$ cat src/rtl/md_pkg.sv
// md_pkg: shared constants for the multiply/divide issue controller.
//   - R-type func codes of the multiply/divide class instructions
//   - MULTsle operation codes (0-7) and the "no operation" code
//   - default busy latencies for mult and div
//   - controller state type and its two legal values
//   - classification helpers on a MULTsle code
package md_pkg;

  // func field of the op=0 instructions handled by the unit
  localparam logic [5:0] FN_MFHI  = 6'h10;
  localparam logic [5:0] FN_MTHI  = 6'h11;
  localparam logic [5:0] FN_MFLO  = 6'h12;
  localparam logic [5:0] FN_MTLO  = 6'h13;
  localparam logic [5:0] FN_MULT  = 6'h18;
  localparam logic [5:0] FN_MULTU = 6'h19;
  localparam logic [5:0] FN_DIV   = 6'h1A;
  localparam logic [5:0] FN_DIVU  = 6'h1B;

  // MULTsle operation select codes
  localparam logic [3:0] SEL_MULT  = 4'd0;
  localparam logic [3:0] SEL_MULTU = 4'd1;
  localparam logic [3:0] SEL_DIV   = 4'd2;
  localparam logic [3:0] SEL_DIVU  = 4'd3;
  localparam logic [3:0] SEL_MFHI  = 4'd4;
  localparam logic [3:0] SEL_MFLO  = 4'd5;
  localparam logic [3:0] SEL_MTHI  = 4'd6;
  localparam logic [3:0] SEL_MTLO  = 4'd7;
  localparam logic [3:0] SEL_NONE  = 4'd15;

  // default busy latencies in cycles
  localparam int unsigned L_MULT_DEF = 5;
  localparam int unsigned L_DIV_DEF  = 10;

  // controller state
  typedef logic [0:0] state_t;
  localparam state_t IDLE = 1'b0;
  localparam state_t RUN  = 1'b1;

  // mult/multu/div/divu: operations that start the unit
  function automatic logic is_start(input logic [3:0] sel);
    return sel <= SEL_DIVU;
  endfunction

  // any instruction that touches the unit or hi/lo
  function automatic logic is_md(input logic [3:0] sel);
    return sel <= SEL_MTLO;
  endfunction

endpackage

$ cat src/rtl/md_decode.sv
// md_decode: combinational instruction -> MULTsle decoder.
// Ports:
//   ir  in  32  instruction word
//   sel out  4  operation select (0-7), SEL_NONE for anything else
module md_decode
  import md_pkg::*;
(
  input  logic [31:0] ir,
  output logic [3:0]  sel
);

  // register fields do not affect the decode
  logic unused_fields;
  assign unused_fields = ^ir[25:6];

  always_comb begin
    sel = SEL_NONE;
    if (ir[31:26] == 6'd0) begin
      case (ir[5:0])
        FN_MULT:  sel = SEL_MULT;
        FN_MULTU: sel = SEL_MULTU;
        FN_DIV:   sel = SEL_DIV;
        FN_DIVU:  sel = SEL_DIVU;
        FN_MFHI:  sel = SEL_MFHI;
        FN_MFLO:  sel = SEL_MFLO;
        FN_MTHI:  sel = SEL_MTHI;
        FN_MTLO:  sel = SEL_MTLO;
        default:  sel = SEL_NONE;
      endcase
    end
  end

endmodule

$ cat src/rtl/md_issue_ctrl.sv
// md_issue_ctrl: issue and interlock controller for the E-stage
// multiply/divide unit. Decodes D and E instructions, issues start pulses,
// tracks the unit's latency with a private counter so the front end can be
// stalled from the issue cycle onward, and cross-checks the unit's busy.
// Ports:
//   clk      in   1  clock
//   clr_n    in   1  synchronous active-low reset
//   IR_D     in  32  D-stage instruction
//   IR_E     in  32  E-stage instruction
//   busy     in   1  busy flag from the multiply/divide unit
//   IntReq   in   1  interrupt request (unit frozen this cycle)
//   eret     in   1  exception return (unit frozen this cycle)
//   start    out  1  issue pulse to the unit
//   MULTsle  out  4  E-stage operation select
//   stall_md out  1  freeze PC, IF/ID, ID/EX and bubble E
//   md_done  out  1  registered completion pulse
//   err      out  1  sticky busy-mismatch / illegal-issue flag
module md_issue_ctrl
  import md_pkg::*;
#(
  parameter int unsigned L_MULT = L_MULT_DEF,
  parameter int unsigned L_DIV  = L_DIV_DEF
) (
  input  logic        clk,
  input  logic        clr_n,
  input  logic [31:0] IR_D,
  input  logic [31:0] IR_E,
  input  logic        busy,
  input  logic        IntReq,
  input  logic        eret,
  output logic        start,
  output logic [3:0]  MULTsle,
  output logic        stall_md,
  output logic        md_done,
  output logic        err
);

  localparam int unsigned L_MAX = (L_MULT > L_DIV) ? L_MULT : L_DIV;
  localparam int unsigned CW    = $clog2(L_MAX + 1);

  // counter reload values: RUN lasts L cycles, counting L-1 down to 0
  localparam logic [CW-1:0] LD_MULT = CW'(L_MULT - 1);
  localparam logic [CW-1:0] LD_DIV  = CW'(L_DIV - 1);

  logic [3:0]    sel_d;
  logic [3:0]    sel_e;
  state_t        state;
  logic [CW-1:0] cnt;
  logic          chk_en;
  logic          frozen;
  logic          in_run;
  logic          busy_err;
  logic          issue_err;

  md_decode u_dec_d (.ir(IR_D), .sel(sel_d));
  md_decode u_dec_e (.ir(IR_E), .sel(sel_e));

  assign MULTsle = sel_e;
  assign frozen  = IntReq | eret;
  assign in_run  = (state == RUN);

  assign start    = clr_n & (state == IDLE) & is_start(sel_e) & ~frozen;
  assign stall_md = clr_n & is_md(sel_d) & (start | in_run);

  // busy comparison is skipped for one cycle after reset, while the unit
  // itself may still be coming out of its own reset
  assign busy_err  = chk_en & (busy != in_run);
  assign issue_err = in_run & is_start(sel_e);

  always_ff @(posedge clk) begin
    if (!clr_n) begin
      state   <= IDLE;
      cnt     <= '0;
      md_done <= 1'b0;
      err     <= 1'b0;
      chk_en  <= 1'b0;
    end else begin
      chk_en  <= 1'b1;
      md_done <= 1'b0;
      if (state == IDLE) begin
        if (start) begin
          state <= RUN;
          // codes 2/3 are div/divu
          cnt   <= sel_e[1] ? LD_DIV : LD_MULT;
        end
      end else if (!frozen) begin
        // a frozen cycle holds the count, matching the unit's own freeze
        if (cnt == '0) begin
          state   <= IDLE;
          md_done <= 1'b1;
        end else begin
          cnt <= cnt - 1'b1;
        end
      end
      if (busy_err || issue_err) begin
        err <= 1'b1;
      end
    end
  end

endmodule

$ cat config.mk
export PLATFORM = sky130hd
export DESIGN_NAME = md_issue_ctrl
export DESIGN_NICKNAME = d
export VERILOG_FILES = /design/src/rtl/md_pkg.sv /design/src/rtl/md_decode.sv /design/src/rtl/md_issue_ctrl.sv
export SDC_FILE = /design/constraint.sdc
export NUM_CORES = 1
export LEC_CHECK = 0
export BUFFER_PORTS_ARGS = -buffer_cell sky130_fd_sc_hd__buf_2
export CAP_MARGIN = 5
export CORE_MARGIN = 3
export CORE_UTILIZATION = 32
export CTS_BUF_LIST = sky130_fd_sc_hd__clkbuf_4
export CTS_CLUSTER_DIAMETER = 100
export DETAILED_ROUTE_END_ITERATION = 10
export GPL_TIMING_DRIVEN = 0
export PLACE_DENSITY = 0.82
export SLEW_MARGIN = 20
export SYNTH_ARGS = -nofsm -noshare
export SYNTH_HDL_FRONTEND = slang
export SYNTH_HIERARCHICAL = 1
export SYNTH_SLANG_ARGS = --single-unit
$ cat constraint.sdc
create_clock -name clk -period 2.1 [get_ports clk]
set_clock_uncertainty 0.05 [all_clocks]
set_input_delay 0.105 -clock clk [delete_from_list [all_inputs] [get_ports clk]]
set_output_delay 0.105 -clock clk [all_outputs]
set_load 0.02 [all_outputs]
After elaboration in Yosys (flattened, before gate mapping)
Memories as Yosys holds them, arrays and structs flattened.
Cells that the tools add are included.
W data, S select, Z words.
{"block": "op_classes", "add_sub_neg": 1, "multipliers": 0, "n_div": 0, "magnitude_cmp": 2, "eq_ne": 3, "n_shift": 0, "n_mux": 15, "n_bitwise": 12, "n_reduce_logical": 7}
{"op": "$mux W4", "n": 9}
{"op": "$logic_not A6 Y1", "n": 2}
{"op": "$and A1 B1 Y1", "n": 7}
{"op": "$mux W1", "n": 6}
{"op": "$le A4 B2 Y1 const B", "n": 1}
{"op": "$le A4 B3 Y1 const B", "n": 1}
{"op": "$logic_not A4 Y1", "n": 1}
{"op": "$ne A2 B2 Y1 const B", "n": 2}
{"op": "$sub A4 B1 Y4 const B", "n": 1}
{"op": "$not A1 Y1", "n": 3}
{"op": "$reduce_and A3 Y1", "n": 1}
{"op": "$reduce_or A3 Y1", "n": 1}
{"op": "$or A1 B1 Y1", "n": 2}
{"op": "$reduce_bool A2 Y1", "n": 1}
{"op": "$logic_or A1 B1 Y1", "n": 1}
{"op": "$ne A1 B1 Y1", "n": 1}
{"block": "totals", "register_bits": 8, "latchBits": 0, "ramBits": 0, "rom_bits": 256, "in_bits": 69, "wordCells": 47, "mem_count": 2}
{"memory": "(no name shown)", "depth": 32, "word_bits": 4, "read_ports": 1, "rd_ports_with_merged_regs": 0, "write_ports": 0, "line_no": "md_decode.sv:19", "rtl": "case (ir[5:0])"}
{"memory": "(no name shown)", "depth": 32, "word_bits": 4, "read_ports": 1, "rd_ports_with_merged_regs": 0, "write_ports": 0, "line_no": "md_decode.sv:19"}

Depth between registers and ports, before layout
Gate-level depths: netlist of the first run.
An unclocked memory read counts as a cell.
{"block": "depth", "depth_word": 8, "mapped_depth": 7}

Hierarchy
Netlist of the first run, hierarchy kept.
{"mod": "md_issue_ctrl", "instances": 1, "cells_each": 46, "area_each_um2": 434.2, "seq_area_each_um2": 160.2}
{"mod": "md_decode (u_dec_d)", "instances": 1, "cells_each": 9, "area_each_um2": 81.3, "seq_area_each_um2": 0.0}
{"mod": "md_decode (u_dec_e)", "instances": 1, "cells_each": 9, "area_each_um2": 63.8, "seq_area_each_um2": 0.0}

Worst setup path before layout of the first run
Ideal clock, no wire load.
{"block": "synth_timing", "path_kind": "input port to flip-flop", "startpoint": "in IR_E[31]", "endpoint": "reg cnt[0]", "setup_time_ns": 0.122, "arrival_time_ns": 1.927, "required_ns": 1.928, "setup_slack_ns": 0.002, "cell_stages": 6, "path_buffers": 0, "cell_sequence": "or4_1 > nor3_2 > nand3_1 > nor4b_4 > a22oi_2 > o311a_1"}
{"block": "synth_between", "elab_chain_len": 7}
{"element": "start: declaration", "line_no": "md_issue_ctrl.sv:27", "rtl": "input logic [31:0] IR_E,"}
{"element": "$logic_not A6 Y1", "line_no": "md_decode.sv:18", "rtl": "if (ir[31:26] == 6'd0) begin"}
{"element": "$mux W4", "line_no": "md_decode.sv:18"}
{"element": "via MULTsle[2]", "line_no": "md_issue_ctrl.sv:32", "rtl": "output logic [3:0] MULTsle,"}
{"element": "$le A4 B2 Y1", "line_no": "md_pkg.sv:41", "rtl": "return sel <= SEL_DIVU;"}
{"element": "$and A1 B1 Y1 (2 in a row)", "line_no": "md_issue_ctrl.sv:62", "rtl": "assign start = clr_n & (state == IDLE) & is_start(sel_e) & ~frozen;"}
{"element": "$reduce_bool A2 Y1 (no line)"}
{"element": "$reduce_and A3 Y1 (no line)"}
{"element": "end signal: assignment", "line_no": "md_issue_ctrl.sv:84", "rtl": "cnt <= sel_e[1] ? LD_DIV : LD_MULT;"}
{"element": "end signal: assignment", "line_no": "md_issue_ctrl.sv:92", "rtl": "cnt <= cnt - 1'b1;"}
{"element": "end: declaration", "line_no": "md_issue_ctrl.sv:48", "rtl": "logic [CW-1:0] cnt;"}
The timed path passes the listed nets, and every way through them passes these cells. The select of a mux whose other input is x is not followed.
A chain may end at the register's enable or synchronous reset.

Worst setup path after layout of the first run
{"block": "layout_timing", "startpoint": "in IR_E[28]", "endpoint": "out stall_md"}
{"block": "layout_between", "elab_chain_len": 7}
{"element": "$logic_not A6 Y1", "line_no": "md_decode.sv:18"}
{"element": "$mux W4", "line_no": "md_decode.sv:18"}
{"element": "$le A4 B2 Y1", "line_no": "md_pkg.sv:41"}
{"element": "$and A1 B1 Y1 (2 in a row)", "line_no": "md_issue_ctrl.sv:62"}
{"element": "$or A1 B1 Y1", "line_no": "md_issue_ctrl.sv:63", "rtl": "assign stall_md = clr_n & is_md(sel_d) & (start | in_run);"}
{"element": "$and A1 B1 Y1", "line_no": "md_issue_ctrl.sv:63"}
{"element": "end: declaration", "line_no": "md_issue_ctrl.sv:33", "rtl": "output logic stall_md,"}
No other way between the ends.

==> results of run 1 <==
## final cells by class
cell class                 instances  area [um2]  area share, %
sequential                         8         160           20.3
buffer                             1        11.3           1.42
tap                               16        20.0           2.53
multi-input combinational         46         378           47.8
timing repair buffer              34         184           23.3
clock buffer                       3        22.5           2.85
inverter                           4        15.0           1.90
## cell usage in the layout, fill, tap and decap left out, types with 2 or more instances in the layout
master	count
xnor2_1	2
nand3_1	3
nor2_1	4
clkbuf_4	3
a21boi_2	2
nor3_1	2
dfxtp_1	8
inv_1	4
mux2i_1	2
a21oi_1	3
nand2_2	2
nor3b_2	2
nand2_1	4
buf_2	31
buf_6	2
a211o_1	2
## stage by stage
step / setup slack [ns] / TNS, ns / instance area (um2) / total power [mW] / cells
3_3_place_gp: -0.0103 / -0.0136 / 726 / 0.204 / 108
3_5_place_dp: -0.0651 / -0.176 / 726 / 0.206 / 108
2_1_floorplan: 0.00156 / 0 / 541 / 0.173 / 59
5_1_grt: -0.0518 / -0.0518 / 791 / 0.344 / 112
4_1_cts: 0.0265 / 0 / 758 / 0.333 / 112
6_report: 0.0485 / 0 / 791 / 0.331 / 112
## state kept, by name (all words and copies together), names as in the netlist
signal   count
chk_en       1
cnt          4
err          1
in_run       1
md_done      1
## worst register-to-register path, cell delays in order, from the launching register on
cell and delay (ns):
dfxtp_1 0.32, inv_1 0.09, ha_1 0.19, or3b_4 0.42
a22oi_2 0.28, o21ai_1 0.12, o311a_1 0.13
## power by group through the flow
stage                     combinational [mW]  sequential (mW)  clock [mW]
after floorplan                       0.0131            0.160           0
after global placement                0.0453            0.158           0
after detailed placement              0.0477            0.159           0
after CTS                             0.0492            0.155       0.128
after global routing                  0.0578            0.155       0.131
final                                 0.0526            0.155       0.123
## worst max-delay path by stage
stage / start / endpoint / slack, ns / cells after the start
3_3_place_gp: IR_E[31] / cnt[0] / -0.01 / 7
4_1_cts: IR_E[31] / stall_md / 0.03 / 8
5_1_grt: IR_E[28] / stall_md / -0.05 / 8
2_1_floorplan: IR_E[31] / cnt[0] / 0.002 / 6
6_report: IR_E[28] / stall_md / 0.05 / 8
3_5_place_dp: IR_E[31] / cnt[0] / -0.07 / 7
## layer usage
metal	routed length [um]	part of all wire, %	vias up	GRT usage (%)
met4	23	1.7	0	8.29
met3	187	14	4	4.98
li1	-	-	290	-
met2	627	47	34	23.6
met5	0	0	-	0
met1	493	37	262	11.7
## timing repair
item	CTS	global route
setup buffers	0	0
setup endpoints to repair	0	1
gates resized for setup	0	8
endpoints found under the hold margin	1	0
hold buffers	1	0
==> results.sh, run 1 <==
export IMPL_outcome="finished, final reports clean"
export IMPL_sw_frac_of_total_pct=24.6
export IMPL_max_stage_delay_ns=0.53
export IMPL_min_period_ns=2.05
export IMPL_cts_made_buffers=3
export IMPL_grt_start_max_net_pins=10
export IMPL_drt_iter0_markers=4
export IMPL_min_delay_worst_endpoint="md_done"
export IMPL_die_y_um=47.1
export IMPL_yosys_warnings=6
export IMPL_relSlewSlack_pct=62.3
export IMPL_grt_overflow=0
export IMPL_dieWidth_um=47.1
export IMPL_crit_path_top_delay_cell="or4_4"
export IMPL_drv_cap=0
export IMPL_synth_net_count=129
export IMPL_drc_errors=0
export IMPL_grt_pass1_wl_um=1970
export IMPL_p_clk_share_pct=37.1
export IMPL_synth_cells=59
export IMPL_irDropWorstVdd_mv=0.216
export IMPL_cpLargestDelayFamily="simple AND/OR/NAND/NOR gates"
export IMPL_p_sw_mw=0.0814
export IMPL_floorplan_rows=14
export IMPL_dr_total_vias=590
export IMPL_rsz0062_at_grt="yes"
export IMPL_fin_hold_ws_ns=0.0305
export IMPL_cp_arrival_ns=1.90
export IMPL_seqPwrFrac_pct=47.0
export IMPL_timing_rr_start="cnt[0]"
export IMPL_core_area_mm2=0.00154
export IMPL_fmaxAchievable_mhz=487
export IMPL_track_usage_pct=12.9
export IMPL_drtAntennaViolNets=0
export IMPL_antenna_found_initial=0
export IMPL_clk_insertion_delay_late_ns=0.26
export IMPL_crit_chain="buf_6 > or4_4 > nor3_4 > nand2_2 > nor4b_4 > nand2_2 > a21oi_2 > buf_4"
export IMPL_design_die_area_mm2=0.00222
export IMPL_tritoncts="yes"
export IMPL_wl_per_cell_um=11.9
export IMPL_crit_buf_inv=2
export IMPL_crit_top_cell="nand2_2"
export IMPL_h_tree_depth=1
export IMPL_final_fill_count=145
export IMPL_dp_hpwl_um=1080
export IMPL_clockBufferDepth=2
export IMPL_hold_viol=0
export IMPL_synth_cell_area_um2=541
export IMPL_fin_util_pct=51.3
export IMPL_slew_violations=0
export IMPL_whs_path_depth=2
export IMPL_crit_type="input port to output port"
export IMPL_place_congestion=0.770
export IMPL_cts_sinks=8
export IMPL_r2r_cells=6
export IMPL_power_density_mw_per_mm2=418
export IMPL_finalCritPeriodShare_pct=97.7
export IMPL_combPwrFrac_pct=15.9
export IMPL_clock_root_buffer="clkbuf_4"
export IMPL_firstDrtPassIters=4
export IMPL_p_int_mw=0.249
export IMPL_drt_wl_total_um=1330
export IMPL_viasPerCell=5.27
export IMPL_start_util_pct=35.1
export IMPL_worstMarginPinSlew_ns=0.564
export IMPL_drive_above_1_share_pct=54.2
export IMPL_syn_to_final_growth_pct=46.3
export IMPL_hold_path_startpoint="eret"
export IMPL_io_pins=77
export IMPL_setup_viol=0
export IMPL_path_max_fanout=4
export IMPL_clk_pin_slew_ns=0.05
export IMPL_r2r_end="cnt[0]"
export IMPL_critPathLaunchType="input port"
export IMPL_syn_avg_cell_area_um2=9.16
export IMPL_hold_class="input port to register"
export IMPL_crit_required_ns=1.95
export IMPL_nets=168
export IMPL_power_leakage_nw=0.330
export IMPL_antenna_cells=0
export IMPL_rrSetupSlack_ns=0.39
export IMPL_io_buffers=33
export IMPL_first_global_vias=540
export IMPL_endpoint_kind="output port"
Power figures use the tool's default switching activity.
==> run 2: changes to the inputs <==
--- a/config.mk
+++ b/config.mk
@@ -5,15 +5,16 @@
 export SDC_FILE = /design/constraint.sdc
 export NUM_CORES = 1
 export LEC_CHECK = 0
+export ABC_AREA = 1
 export BUFFER_PORTS_ARGS = -buffer_cell sky130_fd_sc_hd__buf_2
 export CAP_MARGIN = 5
 export CORE_MARGIN = 3
-export CORE_UTILIZATION = 32
+export CORE_UTILIZATION = 34
 export CTS_BUF_LIST = sky130_fd_sc_hd__clkbuf_4
 export CTS_CLUSTER_DIAMETER = 100
 export DETAILED_ROUTE_END_ITERATION = 10
 export GPL_TIMING_DRIVEN = 0
-export PLACE_DENSITY = 0.82
+export PLACE_DENSITY = 0.81
 export SLEW_MARGIN = 20
 export SYNTH_ARGS = -nofsm -noshare
 export SYNTH_HDL_FRONTEND = slang
==> run 2 against run 1 <==
Net effect: combinational power up 5.7%; critical path depth down 1; largest power group unchanged; area after synthesis up 15%; power down 0.23%; sequential power about the same; clock power down 3%; global-route usage up 1.3 points; non-clock buffer count unchanged; clock-buffer cell count unchanged; worst setup slack better by 0.51 ns; sequential share of layout area down 1.3 points; flip-flop and latch count unchanged.
==> results.sh, run 2 <==
export IMPL_relSlewSlack_pct=89.3
export IMPL_die_y_um=48.7
export IMPL_grt_overflow=0
export IMPL_h_tree_depth=1
export IMPL_tritoncts="yes"
export IMPL_design_die_area_mm2=0.00237
export IMPL_drt_iter0_markers=10
export IMPL_final_cell_mix="33 x buf_2, 24 x nor2_1, 21 x nand2_1, 11 x inv_1, 8 x dfxtp_1"
export IMPL_synth_net_count=169
export IMPL_drc_errors=0
export IMPL_first_global_vias=675
export IMPL_fin_setup_tns_ns=0
export IMPL_place_congestion=0.741
export IMPL_largest_register_ffs=4
export IMPL_final_fill_count=173
export IMPL_dp_hpwl_um=1260
export IMPL_slew_violations=0
export IMPL_dieWidth_um=48.7
export IMPL_crit_path_top_delay_cell="dlygate4sd3_1"
export IMPL_whs_path_depth=4
export IMPL_core_area_mm2=0.00161
export IMPL_cts_hold_buffers=1
export IMPL_syn_avg_cell_area_um2=6.26
export IMPL_fin_util_pct=52.6
export IMPL_final_common_cell="buf_2"
export IMPL_firstDrtPassIters=4
export IMPL_drv_cap=0
export IMPL_hold_class="input port to register"
export IMPL_io_buffers=33
export IMPL_r2r_cells=8
export IMPL_drive_above_1_share_pct=36.8
export IMPL_track_usage_pct=14.2
export IMPL_multi_input_area_um2=389
export IMPL_syn_to_final_growth_pct=36.8
export IMPL_max_stage_delay_ns=0.52
export IMPL_cts_resized=0
export IMPL_largest_register="cnt"
export IMPL_wl_per_cell_um=9.29
export IMPL_synth_cell_area_um2=619
export IMPL_crit_chain="dlygate4sd3_1 > buf_2 > inv_2 > nor2_4 > nand3_4 > a21oi_1 > buf_2"
export IMPL_endpoint_kind="output port"
export IMPL_antenna_found_initial=0
export IMPL_grt_pass1_wl_um=2650
export IMPL_crit_top_cell="buf_2"
export IMPL_cp_arrival_ns=1.39
export IMPL_antenna_cells=0
export IMPL_nets=208
export IMPL_hold_viol=0
export IMPL_grt_start_max_net_pins=9
export IMPL_fin_hold_ws_ns=0.107
export IMPL_floorplan_rows=14
export IMPL_cts_sinks=8
export IMPL_crit_required_ns=1.95
export IMPL_drt_wl_total_um=1490
export IMPL_drtAntennaViolNets=0
export IMPL_fmaxAchievable_mhz=649
export IMPL_seq_area_um2=160
export IMPL_setup_viol=0
export IMPL_clock_root_buffer="clkbuf_4"
export IMPL_yosys_warnings=6
export IMPL_clk_pin_slew_ns=0.05
export IMPL_power_leakage_nw=0.472
export IMPL_synth_cells=99
export IMPL_rsz0062_at_grt="no"
export IMPL_clockBufferDepth=2
export IMPL_irDropWorstVdd_mv=0.282
export IMPL_outcome="finished, final reports clean"
export IMPL_post_cts_setup_buffer_count=0
export IMPL_start_util_pct=38.4
export IMPL_path_max_fanout=8
export IMPL_power_density_mw_per_mm2=389
export IMPL_clk_insertion_delay_late_ns=0.26
export IMPL_io_pins=77
export IMPL_finalCritPeriodShare_pct=73.4
export IMPL_critPathLaunchType="input port"
export IMPL_dr_total_vias=721
export IMPL_worstMarginPinSlew_ns=0.160
export IMPL_min_period_ns=1.54
export IMPL_cts_made_buffers=3
export IMPL_crit_type="input port to output port"
export IMPL_viasPerCell=4.51
==> run 2: final timing paths <==
path	start	end	slack (ns)
worst max-delay path	clr_n	stall_md	0.56
worst min-delay path	busy	err	0.11
worst max register to register	cnt[0]	cnt[3]	0.81
worst min register to register	chk_en	err	0.40
==> run 2: through the flow <==
step / power (mW) / cells / setup slack [ns] / cell area (um2)
2_1_floorplan: 0.182 / 99 / 0.752 / 619
3_3_place_gp: 0.210 / 156 / 0.794 / 815
3_5_place_dp: 0.213 / 156 / 0.767 / 815
4_1_cts: 0.337 / 160 / 0.556 / 847
5_1_grt: 0.350 / 160 / 0.486 / 847
6_report: 0.330 / 160 / 0.559 / 847
==> run 2: critical path, delay by kind of cell <==
kind / cells / cell delay (ns)
AO/OA/AOI/OAI: 1 / 0.14
buffers and inverters: 4 / 0.90
AND/OR/NAND/NOR: 2 / 0.23
==> run 2: power breakdown <==
| group | switching, mW | total, mW | internal, mW |
|---|---|---|---|
| combinational | 0.0281 | 0.0556 | 0.0275 |
| sequential | 0.000908 | 0.155 | 0.154 |
| clock | 0.0535 | 0.119 | 0.0655 |
| total | 0.0825 | 0.330 | 0.247 |
==> run 2: area by class of cell <==
type                       instances  share of cell area, %
sequential                         8                   18.9
tap                               24                   3.55
timing repair buffer              34                   20.7
buffer                             1                   1.33
inverter                          15                   6.94
clock buffer                       3                   2.66
multi-input combinational         75                   45.9
==> run 2: routing by layer <==
| layer | vias up | wire, um | track usage (%) |
|---|---|---|---|
| met5 | - | 0 | 0 |
| met4 | 0 | 4 | 2.84 |
| met3 | 2 | 142 | 6.75 |
| met2 | 26 | 718 | 24.0 |
| met1 | 312 | 621 | 16.2 |
| li1 | 381 | - | - |
==> run 3: changes to the inputs <==
--- a/config.mk
+++ b/config.mk
@@ -5,16 +5,16 @@
 export SDC_FILE = /design/constraint.sdc
 export NUM_CORES = 1
 export LEC_CHECK = 0
-export ABC_AREA = 1
+export ABC_AREA = 0
 export BUFFER_PORTS_ARGS = -buffer_cell sky130_fd_sc_hd__buf_2
 export CAP_MARGIN = 5
 export CORE_MARGIN = 3
-export CORE_UTILIZATION = 34
+export CORE_UTILIZATION = 29
 export CTS_BUF_LIST = sky130_fd_sc_hd__clkbuf_4
 export CTS_CLUSTER_DIAMETER = 100
 export DETAILED_ROUTE_END_ITERATION = 10
 export GPL_TIMING_DRIVEN = 0
-export PLACE_DENSITY = 0.81
+export PLACE_DENSITY = 0.79
 export SLEW_MARGIN = 20
 export SYNTH_ARGS = -nofsm -noshare
 export SYNTH_HDL_FRONTEND = slang
==> constraint.sdc (replaced) <==
create_clock -name clk -period 1.31 [get_ports clk]
set_clock_uncertainty 0.05 [all_clocks]
set_input_delay 0.0655 -clock clk [delete_from_list [all_inputs] [get_ports clk]]
set_output_delay 0.0655 -clock clk [all_outputs]
set_load 0.02 [all_outputs]
==> run 3 against run 2 <==
Net effect: the flow now finishes with violations (negative setup slack); routed wire length is 6.3% higher; power is 61% higher; worst hold slack worse by 0.035 ns; non-clock buffer count is 10 higher; design area is 15% higher; die area is 2.0% higher; combinational power is 69% higher; global-route usage hardly changed; first-iteration DRC count is 50% higher; critical path type unchanged; largest power group unchanged; highest routed layer unchanged.
==> results.sh, run 3 (synthesis gave the netlist of run 1 again) <==
export IMPL_power_leakage_nw=0.408
export IMPL_worstMarginPinSlew_ns=0.521
export IMPL_die_y_um=49.2
export IMPL_fin_setup_tns_ns=-4.78
export IMPL_final_common_cell="buf_2"
export IMPL_drtAntennaViolNets=0
export IMPL_wl_per_cell_um=12.2
export IMPL_antenna_cells=0
export IMPL_tritoncts="yes"
export IMPL_place_congestion=0.715
export IMPL_clk_insertion_delay_late_ns=0.25
export IMPL_largest_register_ffs=4
export IMPL_fin_util_pct=59.6
export IMPL_firstDrtPassIters=4
export IMPL_cts_sinks=8
export IMPL_clock_root_buffer="clkbuf_4"
export IMPL_crit_required_ns=1.19
export IMPL_placed_cells=116
export IMPL_clk_pin_slew_ns=0.06
export IMPL_grt_start_max_net_pins=10
export IMPL_nets=178
export IMPL_endpoint_kind="output port"
export IMPL_track_usage_pct=14.1
export IMPL_hold_viol=0
export IMPL_drc_errors=0
export IMPL_relSlewSlack_pct=65.1
export IMPL_setup_viol=12
export IMPL_syn_to_final_growth_pct=79.6
export IMPL_grt_pass1_wl_um=2680
export IMPL_fin_hold_ws_ns=0.0722
export IMPL_grt_overflow=0
export IMPL_finalCritPeriodShare_pct=147
export IMPL_dr_total_vias=614
export IMPL_viasPerCell=4.72
export IMPL_critPathLaunchType="input port"
export IMPL_path_max_fanout=3
export IMPL_cp_arrival_ns=1.81
export IMPL_outcome="complete, but fails checks"
export IMPL_violations="negative setup slack"
export IMPL_clockBufferDepth=2
export IMPL_hold_class="input port to register"
export IMPL_min_period_ns=1.92
export IMPL_pre_cts_ws_ns=-0.817
export IMPL_first_global_vias=653
export IMPL_power_density_mw_per_mm2=548
export IMPL_start_util_pct=33.2
export IMPL_dieWidth_um=49.2
export IMPL_final_cell_mix="27 x buf_2, 13 x buf_6, 8 x dfxtp_1"
export IMPL_drv_cap=0
export IMPL_drt_wl_total_um=1580
export IMPL_p_total_mw=0.532
export IMPL_timing_final_ws_setup_ns=-0.615
export IMPL_floorplan_rows=14
export IMPL_fin_area_um2=971
export IMPL_slew_violations=0
export IMPL_dp_hpwl_um=1170
export IMPL_instances_no_fill=130
export IMPL_fmaxAchievable_mhz=520
export IMPL_h_tree_depth=1
export IMPL_drive_above_1_share_pct=63.2
export IMPL_irDropWorstVdd_mv=0.372
export IMPL_io_buffers=33
export IMPL_largest_register="cnt"
export IMPL_crit_type="input port to output port"
export IMPL_core_area_mm2=0.00163
export IMPL_cts_made_buffers=3
export IMPL_antenna_found_initial=0
export IMPL_rsz0062_at_grt="yes"
export IMPL_placed_area_um2=777
export IMPL_design_die_area_mm2=0.00242
export IMPL_drt_iter0_markers=15
export IMPL_io_pins=77
## run 3: worst max-delay path: stages
cell     delay [ns]
buf_6          0.09
or4_4          0.53
nor3_4         0.22
buf_6          0.15
nand2_4        0.05
nor4b_4        0.29
nand2_2        0.14
a21oi_4        0.15
buf_6          0.13
## run 3: where the power goes
group	internal [mW]	total [mW]	leakage [nW]	switching, mW
registers	0.247	0.249	0.0650	0.00177
clock network	0.105	0.189	0.0138	0.0842
logic	0.0524	0.0941	0.329	0.0417
## run 3: cell type report
type,instances,area (um2)
multi-input combinational,46,417
fill,141,658
timing repair buffer,44,315
sequential,8,160
clock buffer,3,22.5
buffer,1,11.3
inverter,4,15.0
tap,24,30.0
## run 3: worst paths after layout
kind / depth (start not counted) / to / from / slack (ns)
worst min register to register: 1 / err / err / 0.42
worst min-delay path: 2 / err / clr_n / 0.07
worst max register to register: 7 / cnt[1] / cnt[0] / -0.42
worst max-delay path: 9 / stall_md / IR_E[31] / -0.61
## run 3: repair_timing
action	CTS	global route
resized for setup	14	11
pin swaps	5	2
hold endpoints to repair	2	0
setup buffers	6	3
endpoints found under the setup margin	13	13
hold buffers	3	0
## run 3: routing by layer
metal / part of all wire, % / track usage [%] / vias to the layer above / routed length, um
li1: - / - / 312 / -
met1: 39 / 16.1 / 275 / 613
met2: 52 / 24.3 / 25 / 826
met3: 8.5 / 5.50 / 2 / 135
met4: 0.38 / 3.79 / 0 / 6
met5: 0 / 0 / - / 0
